$ cat config.mk
export PLATFORM = sky130hd
export DESIGN_NAME = dm_arbiter
export DESIGN_NICKNAME = d
export VERILOG_FILES = /design/src/rtl/dm_pkg.sv /design/src/rtl/dm_lane_unit.sv /design/src/rtl/dm_arbiter.sv
export SDC_FILE = /design/constraint.sdc
export NUM_CORES = 1
export LEC_CHECK = 0
export BUFFER_PORTS_ARGS = -buffer_cell sky130_fd_sc_hd__buf_2
export CELL_PAD_IN_SITES_DETAIL_PLACEMENT = 1
export CELL_PAD_IN_SITES_GLOBAL_PLACEMENT = 1
export CORE_MARGIN = 2
export CORE_UTILIZATION = 38
export DETAILED_ROUTE_END_ITERATION = 10
export PLACE_DENSITY_LB_ADDON = 0.1
export SLEW_MARGIN = 20
export SYNTH_ARGS = -nofsm -noshare
export SYNTH_HDL_FRONTEND = slang
export SYNTH_SLANG_ARGS = --single-unit
$ cat constraint.sdc
create_clock -name clk_i -period 8.05 [get_ports clk_i]
set_clock_uncertainty 0.1 [all_clocks]
set_input_delay 0.4025 -clock clk_i [delete_from_list [all_inputs] [get_ports clk_i]]
set_output_delay 0.4025 -clock clk_i [all_outputs]
set_load 0.05 [all_outputs]
$ cat src/rtl/dm_pkg.sv
// Shared definitions for the data-memory arbiter: access sizes, FSM states,
// default DM base address and small decode helpers.
package dm_pkg;

    // Access size encodings as seen on the requester size ports
    localparam logic [1:0] SZ_B = 2'b00;
    localparam logic [1:0] SZ_H = 2'b01;
    localparam logic [1:0] SZ_W = 2'b10;

    // Default byte address of DM word 0
    localparam logic [31:0] DM_BASE_ADDR = 32'h6600_0000;

    // Arbiter sequencing states
    typedef enum logic [1:0] {
        ST_IDLE   = 2'd0,
        ST_RMW_RD = 2'd1,
        ST_ACCESS = 2'd2,
        ST_RESP   = 2'd3
    } state_t;

    // Right-aligned data mask for an access size; the illegal size masks everything
    function automatic logic [31:0] size_mask(input logic [1:0] size);
        logic [31:0] mask;
        case (size)
            SZ_B:    mask = 32'h0000_00FF;
            SZ_H:    mask = 32'h0000_FFFF;
            SZ_W:    mask = 32'hFFFF_FFFF;
            default: mask = 32'h0000_0000;
        endcase
        return mask;
    endfunction

    // True when the size is illegal or the byte offset is not aligned to it
    function automatic logic bad_alignment(input logic [1:0] size, input logic [1:0] offset);
        logic bad;
        case (size)
            SZ_B:    bad = 1'b0;
            SZ_H:    bad = offset[0];
            SZ_W:    bad = (offset != 2'b00);
            default: bad = 1'b1;
        endcase
        return bad;
    endfunction

endpackage

$ cat src/rtl/dm_lane_unit.sv
// Byte-lane steering for the word-wide DM: pulls a right-aligned, zero-extended
// value out of a read word for loads, and merges right-aligned store data into
// the addressed lane(s) of an existing word for sub-word stores.
module dm_lane_unit
    import dm_pkg::*;
(
    input  logic [1:0]  i_offset,
    input  logic [1:0]  i_size,
    input  logic [31:0] i_rd_word,
    input  logic [31:0] i_old_word,
    input  logic [31:0] i_wdata,
    output logic [31:0] o_load_data,
    output logic [31:0] o_merge_word
);

    logic [4:0]  w_shift;
    logic [31:0] w_mask;
    logic [31:0] w_lane_mask;

    // Shift by whole bytes: extract for loads, replace only the addressed lanes for stores
    always_comb begin
        w_shift      = {i_offset, 3'b000};
        w_mask       = size_mask(i_size);
        w_lane_mask  = w_mask << w_shift;
        o_load_data  = (i_rd_word >> w_shift) & w_mask;
        o_merge_word = (i_old_word & ~w_lane_mask) | ((i_wdata << w_shift) & w_lane_mask);
    end

endmodule

$ cat src/rtl/dm_arbiter.sv
// Two-port round-robin arbiter in front of a single-port, word-wide data memory.
// Port 0 is the core load/store unit, port 1 the debug/DMA master. Each accepted
// request is range/alignment checked, then sequenced as a load, a word store or a
// read-modify-write sub-word store, and answered with a one-cycle response pulse.
module dm_arbiter
    import dm_pkg::*;
#(
    parameter logic [31:0] BASE_ADDR   = DM_BASE_ADDR,
    parameter int unsigned DEPTH_BYTES = 4096
) (
    input  logic        clk_i,
    input  logic        rst_n_i,

    input  logic        m0_req_i,
    output logic        m0_gnt_o,
    input  logic        m0_we_i,
    input  logic [1:0]  m0_size_i,
    input  logic [31:0] m0_addr_i,
    input  logic [31:0] m0_wdata_i,
    output logic        m0_rvalid_o,
    output logic [31:0] m0_rdata_o,
    output logic        m0_err_o,

    input  logic        m1_req_i,
    output logic        m1_gnt_o,
    input  logic        m1_we_i,
    input  logic [1:0]  m1_size_i,
    input  logic [31:0] m1_addr_i,
    input  logic [31:0] m1_wdata_i,
    output logic        m1_rvalid_o,
    output logic [31:0] m1_rdata_o,
    output logic        m1_err_o,

    output logic [31:0] dm_addr_o,
    output logic [31:0] dm_wd_o,
    output logic        dm_we_o,
    input  logic [31:0] dm_rd_i
);

    localparam logic [32:0] LP_DEPTH = 33'(DEPTH_BYTES);

    state_t      r_state;
    state_t      w_next_state;

    // r_last is the port granted most recently; m0 wins a tie when it is 1
    logic        r_last;
    logic        r_port;
    logic        r_we;
    logic [1:0]  r_size;
    logic [31:0] r_addr;
    logic [31:0] r_wdata;
    logic        r_err;
    logic [31:0] r_rmw_word;
    logic [31:0] r_rdata;

    logic        w_gnt0;
    logic        w_gnt1;
    logic        w_any_gnt;
    logic        w_sel_we;
    logic [1:0]  w_sel_size;
    logic [31:0] w_sel_addr;
    logic [31:0] w_sel_wdata;
    logic [31:0] w_offset;
    logic        w_in_range;
    logic        w_sel_err;
    logic        w_in_access;
    logic        w_resp;
    logic [31:0] w_load_data;
    logic [31:0] w_merge_word;

    // Round-robin grant, offered only while idle and out of reset
    always_comb begin
        w_gnt0 = 1'b0;
        w_gnt1 = 1'b0;
        if (r_state == ST_IDLE && rst_n_i) begin
            if (m0_req_i && (!m1_req_i || r_last)) begin
                w_gnt0 = 1'b1;
            end else if (m1_req_i) begin
                w_gnt1 = 1'b1;
            end
        end
    end

    // Select the winner's request fields and decide whether it must be rejected
    always_comb begin
        w_any_gnt   = w_gnt0 | w_gnt1;
        w_sel_we    = w_gnt1 ? m1_we_i    : m0_we_i;
        w_sel_size  = w_gnt1 ? m1_size_i  : m0_size_i;
        w_sel_addr  = w_gnt1 ? m1_addr_i  : m0_addr_i;
        w_sel_wdata = w_gnt1 ? m1_wdata_i : m0_wdata_i;
        w_offset    = w_sel_addr - BASE_ADDR;
        w_in_range  = (w_sel_addr >= BASE_ADDR) && ({1'b0, w_offset} < LP_DEPTH);
        w_sel_err   = bad_alignment(w_sel_size, w_sel_addr[1:0]) || !w_in_range;
    end

    // Next-state: errors answer at once, sub-word stores read the word first
    always_comb begin
        w_next_state = r_state;
        case (r_state)
            ST_IDLE: begin
                if (w_any_gnt) begin
                    if (w_sel_err) begin
                        w_next_state = ST_RESP;
                    end else if (w_sel_we && w_sel_size != SZ_W) begin
                        w_next_state = ST_RMW_RD;
                    end else begin
                        w_next_state = ST_ACCESS;
                    end
                end
            end
            ST_RMW_RD: w_next_state = ST_ACCESS;
            ST_ACCESS: w_next_state = ST_RESP;
            ST_RESP:   w_next_state = ST_IDLE;
            default:   w_next_state = ST_IDLE;
        endcase
    end

    // State, round-robin pointer and latched transaction; reset drops any request in flight
    always_ff @(posedge clk_i) begin
        if (!rst_n_i) begin
            r_state    <= ST_IDLE;
            r_last     <= 1'b1;
            r_port     <= 1'b0;
            r_we       <= 1'b0;
            r_size     <= SZ_B;
            r_addr     <= '0;
            r_wdata    <= '0;
            r_err      <= 1'b0;
            r_rmw_word <= '0;
            r_rdata    <= '0;
        end else begin
            r_state <= w_next_state;
            case (r_state)
                ST_IDLE: begin
                    if (w_any_gnt) begin
                        r_last  <= w_gnt1;
                        r_port  <= w_gnt1;
                        r_we    <= w_sel_we;
                        r_size  <= w_sel_size;
                        r_addr  <= w_sel_addr;
                        r_wdata <= w_sel_wdata;
                        r_err   <= w_sel_err;
                        r_rdata <= '0;
                    end
                end
                ST_RMW_RD: r_rmw_word <= dm_rd_i;
                ST_ACCESS: begin
                    if (!r_we) begin
                        r_rdata <= w_load_data;
                    end
                end
                default: ;
            endcase
        end
    end

    dm_lane_unit u_lane (
        .i_offset     (r_addr[1:0]),
        .i_size       (r_size),
        .i_rd_word    (dm_rd_i),
        .i_old_word   (r_rmw_word),
        .i_wdata      (r_wdata),
        .o_load_data  (w_load_data),
        .o_merge_word (w_merge_word)
    );

    // DM drive: address during the read and access phases, writes only for stores in ACCESS
    always_comb begin
        w_in_access = (r_state == ST_ACCESS);
        dm_addr_o   = '0;
        dm_wd_o     = '0;
        dm_we_o     = 1'b0;
        if (rst_n_i && (r_state == ST_RMW_RD || w_in_access)) begin
            dm_addr_o = {r_addr[31:2], 2'b00};
        end
        if (rst_n_i && w_in_access && r_we) begin
            dm_we_o = 1'b1;
            dm_wd_o = (r_size == SZ_W) ? r_wdata : w_merge_word;
        end
    end

    // Grant pulses and the one-cycle response steered to the latched port
    always_comb begin
        w_resp      = rst_n_i && (r_state == ST_RESP);
        m0_gnt_o    = w_gnt0;
        m1_gnt_o    = w_gnt1;
        m0_rvalid_o = w_resp && !r_port;
        m1_rvalid_o = w_resp && r_port;
        m0_rdata_o  = m0_rvalid_o ? r_rdata : '0;
        m1_rdata_o  = m1_rvalid_o ? r_rdata : '0;
        m0_err_o    = m0_rvalid_o && r_err;
        m1_err_o    = m1_rvalid_o && r_err;
    end

endmodule

### After elaboration in Yosys (flattened, before gate mapping)

Index checks and enable logic that the tools add are counted.

| word-level totals | value |
|---|---|
| bits in registers | 136 |
| bits of input ports | 170 |
| output and inout bits | 135 |
| word-level logic and storage cells | 81 |

| operators by class | value |
|---|---|
| add/subtract/negate cells | 1 |
| $lt $le $gt $ge | 2 |
| equality and inequality tests | 10 |
| shifts and indexed selects | 3 |
| mux-type cells | 24 |
| bitwise gates (word level) | 6 |
| reductions and logical operators | 25 |

Operators by type and width:

| kind | count |
|---|---|
| 32-bit 2-to-1 mux | 9 |
| 32-bit AND | 3 |
| 32-bit one-hot mux with 3 select lines | 1 |
| 32-bit one-hot mux with 2 select lines | 1 |
| 32-bit by 5-bit left shift with 32-bit output | 2 |
| 32-bit by 31-bit greater-or-equal comparator with 1-bit output (second input constant) | 1 |
| 32-bit by 13-bit < comparator with 1-bit output (second input constant) | 1 |
| 32-bit NOT | 1 |
| 32-bit bitwise OR | 1 |
| 32-bit by 5-bit right shift with 32-bit output | 1 |
| 32-bit by 31-bit subtractor with 32-bit output (second input constant) | 1 |
| 1-bit logical AND | 12 |
| 2-bit equality test (second input constant) | 4 |
| 2-bit 2-to-1 mux | 4 |
| 2-bit one-hot mux with 4 select lines | 1 |
| 1-bit 2-to-1 mux | 7 |
| 2-bit by 1-bit equality test with 1-bit output (second input constant) | 3 |
| 2-bit logical NOT | 3 |
| 2-bit != test (second input constant) | 3 |
| 2-bit nonzero test | 2 |
| 1-bit logical NOT | 3 |
| 1-bit logical OR | 3 |
| 1-bit one-hot mux with 3 select lines | 1 |
| 3-bit AND reduction | 1 |
| 2 further kinds | 2 |

### Longest topological paths before layout

| depth | value |
|---|---|
| word-level depth | 14 |
| gate-level depth with buffers | 12 |

### Hierarchy

A second synthesis with hierarchy kept.

| unflattened totals | value |
|---|---|
| cells, all modules | 1110 |
| area total of the unflattened synthesis | 8560.7 sq um |

Modules (own cells, without submodules):

| module | instances | cells an instance | area each (sq um) | sequential area each (sq um) |
|---|---|---|---|---|
| dm_arbiter | 1 | 934 | 6940.4 | 2722.6 |
| dm_lane_unit | 1 | 176 | 1620.3 | 0.0 |

### Worst setup path after synthesis

Ideal clock, no wire load.

| timing path | value |
|---|---|
| path type | register -> register |
| start point | reg r_state[0] |
| end point | reg r_state[0] |
| arrival | 2666 ps |
| required time | 7807 ps |
| path slack | 5142 ps |
| stages on the path, launching flop included | 13 |
| buffers on the path | 1 |
| period minus slack after synthesis | 2908 ps |
| cell sequence | dfxtp_1 -> inv_1 -> ha_1 -> nand4_1 -> buf_2 -> inv_6 -> mux2_2 -> ha_1 -> nand2b_1 -> o21ai_0 -> or4_1 -> a221oi_2 -> a41oi_1 |

| on the way | value |
|---|---|
| cells in the longest elaborated chain, start to end | 12 |

RTL lines:

| element | RTL line | source |
|---|---|---|
| from (decl) | dm_arbiter.sv:42 | `state_t r_state;` |
| from (signal assigned) | dm_arbiter.sv:132 | `r_state <= w_next_state;` |
| 2-bit logical NOT * | dm_arbiter.sv:75 | `if (r_state == ST_IDLE && rst_n_i) begin` |
| 1-bit logical AND * | dm_arbiter.sv:75 |  |
| 1-bit 2-to-1 mux * | dm_arbiter.sv:75 |  |
| 32-bit 2-to-1 mux * | dm_arbiter.sv:89 | `w_sel_addr = w_gnt1 ? m1_addr_i : m0_addr_i;` |
| via w_sel_addr[25] | dm_arbiter.sv:61 | `logic [31:0] w_sel_addr;` |
| 32-bit by 31-bit subtractor with 32-bit output | dm_arbiter.sv:91 | `w_offset = w_sel_addr - BASE_ADDR;` |
| 32-bit by 13-bit < comparator with 1-bit output | dm_arbiter.sv:92 | `w_in_range = (w_sel_addr >= BASE_ADDR) && ({1'b0, w_offset} < LP_DEPTH);` |
| 1-bit logical AND * | dm_arbiter.sv:92 |  |
| 1-bit logical NOT * | dm_arbiter.sv:93 | `w_sel_err = bad_alignment(w_sel_size, w_sel_addr[1:0]) \|\| !w_in_range;` |
| 1-bit logical OR * | dm_arbiter.sv:93 |  |
| 2-bit 2-to-1 mux * | dm_arbiter.sv:102 | `if (w_sel_err) begin` |
| 2-bit 2-to-1 mux * | dm_arbiter.sv:101 | `if (w_any_gnt) begin` |
| 2-bit one-hot mux with 4 select lines * | dm_arbiter.sv:99 | `case (r_state)` |

Mark *: on every way through the listed nets, which the timed path passes. The rest lies on a longest branch. The select of a mux whose other input is x is not followed.
A chain may end at the register's enable or synchronous reset.

### Worst setup path in the final report

| timing path | value |
|---|---|
| start point | reg r_addr[1] |
| end point | out dm_wd_o[9] |

| on the way | value |
|---|---|
| cells in the longest elaborated chain, start to end | 6 |

RTL lines:

| element | RTL line | source |
|---|---|---|
| from (decl) | dm_arbiter.sv:50 | `logic [31:0] r_addr;` |
| from (signal assigned) | dm_arbiter.sv:140 | `r_addr <= w_sel_addr;` |
| 32-bit by 5-bit left shift with 32-bit output | dm_lane_unit.sv:24 | `w_lane_mask = w_mask << w_shift;` |
| 32-bit NOT | dm_lane_unit.sv:26 | `o_merge_word = (i_old_word & ~w_lane_mask) \| ((i_wdata << w_shift) & w_lane_mask);` |
| 32-bit AND | dm_lane_unit.sv:26 |  |
| 32-bit bitwise OR * | dm_lane_unit.sv:26 |  |
| 32-bit 2-to-1 mux * | dm_arbiter.sv:178 | `dm_wd_o = (r_size == SZ_W) ? r_wdata : w_merge_word;` |
| 32-bit 2-to-1 mux * | dm_arbiter.sv:176 | `if (rst_n_i && w_in_access && r_we) begin` |
| to (decl) | dm_arbiter.sv:35 | `output logic [31:0] dm_wd_o,` |

Mark *: on every way between the ends. The rest lies on a longest branch, timed or not.

==> results.yml <==
finish:
  multi_input_area_um2: 4880
  seqCellArea_um2: 2730
  final_cell_area_um2: 10200
  drive_gt1_share_pct: 28.2
  nFillCells: 2683
  nNetsFinal: 1476
  area_delta_synth_final_pct: 26.3
synth:
  netlist_area_um2: 8100
  synth.ff_latch_count: 136
  ys_seq_area_share_pct: 33.6
  ys_types: 51
  netlist.top_cell.by_area: "dfxtp_1"
  synth_top_cell_area_share_pct: 33.6
  syn_avg_cell_area_um2: 7.63
  synthArstFlopShare_pct: 0
  synth_top_flop_cell: "dfxtp_1"
  yosysMostFrequentCell: "nand2_1"
  synth_warnings: 0
  synth_edf_count: 0
  synth_commonest_cells: "nand2_1, nor2_1, dfxtp_1, mux2i_1, and2_1"
  synth_area_leaders: "dfxtp_1, mux2i_1, nand2_1"
  netlist_instances: 1062
clock_network:
  postCtsSetupRepairBufs: 0
  cts.reportedPaths.clkPinSlew_ns: 0.07
  clock_latency_ns: 0.42
  tritoncts: "built"
  cts_max_level: 4
  clock-sinks: 136
  numCtsBuffers: 17
  cts_buffer_depth: 2
  ctsResizeCount: 0
  cts_root_buf: "clkbuf_16"
  cts_hold_buffers: 0
route:
  drt_iter0_drc: 435
  wl_per_cell_um: 18.7
  drtAntennaViolNets: 0
  viasPerCell: 5.25
  dr_total_vias: 8357
  drc: 0
  drtPass1Iterations: 5
  routed_wirelength_mm: 29.7
power:
  cellPowerDensity_nw_per_um2: 285
  power_frac_seq_pct: 33.1
  power.share.switching_pct: 41.6
  switching_power_mw: 1.21
  power.internal_mw: 1.70
  vdd_drop_max_v: 0.000156
  power_frac_clock_pct: 27.4
  p_comb_share_pct: 39.5
  leakage_nw: 4.61
  power_mw: 2.92
floorplan:
  ios: 305
  rows: 53
  die_h_um: 150
  core_um2: 21000
  die_area_um2: 22500
  start_util_pct: 38.6
  die_w_um: 150
sta:
  fmax_ghz: 0.259
  post-route-period-util_pct: 48.0
  max_slew_margin_pct: 30.1
  finalCriticalPeriod_ns: 3.86
  worstMarginPinSlew_ns: 1.05
  setup_viol_count_final: 0
  slew_viol_final: 0
  hold_viol_final: 0
  tns_ns: 0
  rsz0062_at_grt: "false"
placed_design:
  placed_area_um2: 9600
  port_buffers: 302
  place.gp.congestion: 0.876
  place_hpwl_mm: 22.0
global_routing:
  gr-total-overflow: 0
  grt_pass1_wl_mm: 45.0
  first_global_vias: 8123
  antenna_found_initial: 6
  grt_usage_pct: 25.8
  grt_max_degree: 89
worst_setup_path:
  worst_ep_arrival_time_ns: 3.36
  worst-path-max-fanout: 33
  worst_setup_path_start_kind: "flip-flop"
  setup.worst_path.class: "reg2out"
  critPathSlowestCell: "dfxtp_2"
  crit_chain: "inv_1 -> and2_1 -> a31oi_1 -> o22ai_1 -> nor2_1 -> buf_2"
  end_kind: "output port"
  cp_slowest_stage_delay_ns: 1.00
  cp.required_ns: 7.55
flow_run:
  drv_cap: 0
run_status:
  status: "completed"
min_path:
  hold_path.class: "in2reg"
==> critical path: cells and delay by family (launching register included) <==
kind,cells,cell delay [ns]
AND/OR/NAND/NOR,2,0.51
buffers and inverters,2,0.94
flip-flops,1,1.00
AO/OA/AOI/OAI,2,0.48
==> cell usage in the layout, fill, tap and decap left out, drive strengths merged, types with 2 or more instances in the layout <==
cell type  Yosys  routed
a311oi        65      65
clkbuf        56      19
o2111ai        8       8
buf           40     311
ha             9       9
o211ai         3       3
o21a           2       2
o22ai          9       9
xnor2          3       3
mux2          18      18
diode          0       6
o2bb2ai        8       8
clkinv         0       4
or4            4       4
a41oi          2       2
and3          31      31
nand2b         2       2
o21ai         24      24
clkinvlp       0       5
nor3           8       8
mux2i         90      90
nand2        195     195
dfxtp        136     136
nor2         143     143
inv           19      21
a21oi         52      52
nand3         29      29
bufinv         0       2
conb           1       2
nor2b          6       6
nand4          2       2
a31oi         11      11
and2          79      79
==> sequential cells by signal, summed over array words and instances, names as in the netlist <==
signal      flops
r_we            1
r_state         2
r_last          1
r_size          2
r_wdata        32
r_err           1
r_port          1
r_addr         32
r_rmw_word     32
r_rdata        32
==> metrics by stage <==
stage,util (%),std cells,hold WS [ns],worst slack (ns)
after CTS,48.7,1584,0.123,4.21
after global placement,45.8,1552,0.345,4.18
final,48.8,1591,0.133,4.19
after detailed placement,45.8,1552,0.352,4.11
after floorplan,-,1063,0.336,5.14
after global routing,48.8,1586,0.132,4.02
==> cell type report <==
class                      instances  share of cell area (%)
multi-input combinational        812                    47.7
sequential                       136                    26.6
timing repair buffer             311                    15.5
clock buffer                      19                    4.43
tap                              275                    3.36
clock inverter                    13                    1.43
inverter                          19                   0.771
antenna                            6                   0.147
==> layer usage <==
layer / part of all wire, % / global-route usage, % / up-vias
li1: - / - / 4161
met1: 44 / 33.6 / 3906
met2: 47 / 42.1 / 259
met3: 7.3 / 6.55 / 29
met4: 1.7 / 7.55 / 2
met5: 0.044 / 0 / -
==> power groups by stage <==
stage / Clock, mW / Sequential, mW / Combinational (mW)
after global routing: 0.843 / 0.981 / 1.27
after floorplan: 0 / 0.889 / 0.916
after CTS: 0.810 / 0.961 / 1.14
after global placement: 0 / 0.970 / 1.12
after detailed placement: 0 / 0.975 / 1.14
final: 0.797 / 0.965 / 1.15
==> worst paths after layout <==
kind | cells past startpoint | startpoint | slack, ns | endpoint
max reg2reg | 11 | r_state[0]$_SDFFE_PN0P_ | 4.38 | r_err$_SDFFE_PN0P_
min reg2reg | 2 | r_rdata[20]$_SDFFE_PN0P_ | 0.36 | r_rdata[20]$_SDFFE_PN0P_
max | 6 | r_addr[1]$_SDFFE_PN0P_ | 4.19 | dm_wd_o[9]
min | 3 | m1_wdata_i[10] | 0.13 | r_wdata[10]$_SDFFE_PN0P_
==> logic make-up after synthesis <==
group                    share of synthesized area, %
AO/OA/AOI/OAI                                    16.3
XOR/XNOR                                        0.433
adder cells (fa/ha/maj)                          1.39
buffers and inverters                            6.29
flip-flops                                       33.6
multiplexers                                     13.7
other                                          0.0463
AND/OR/NAND/NOR                                  28.2
Note: power is estimated with default switching activity, not from simulation.
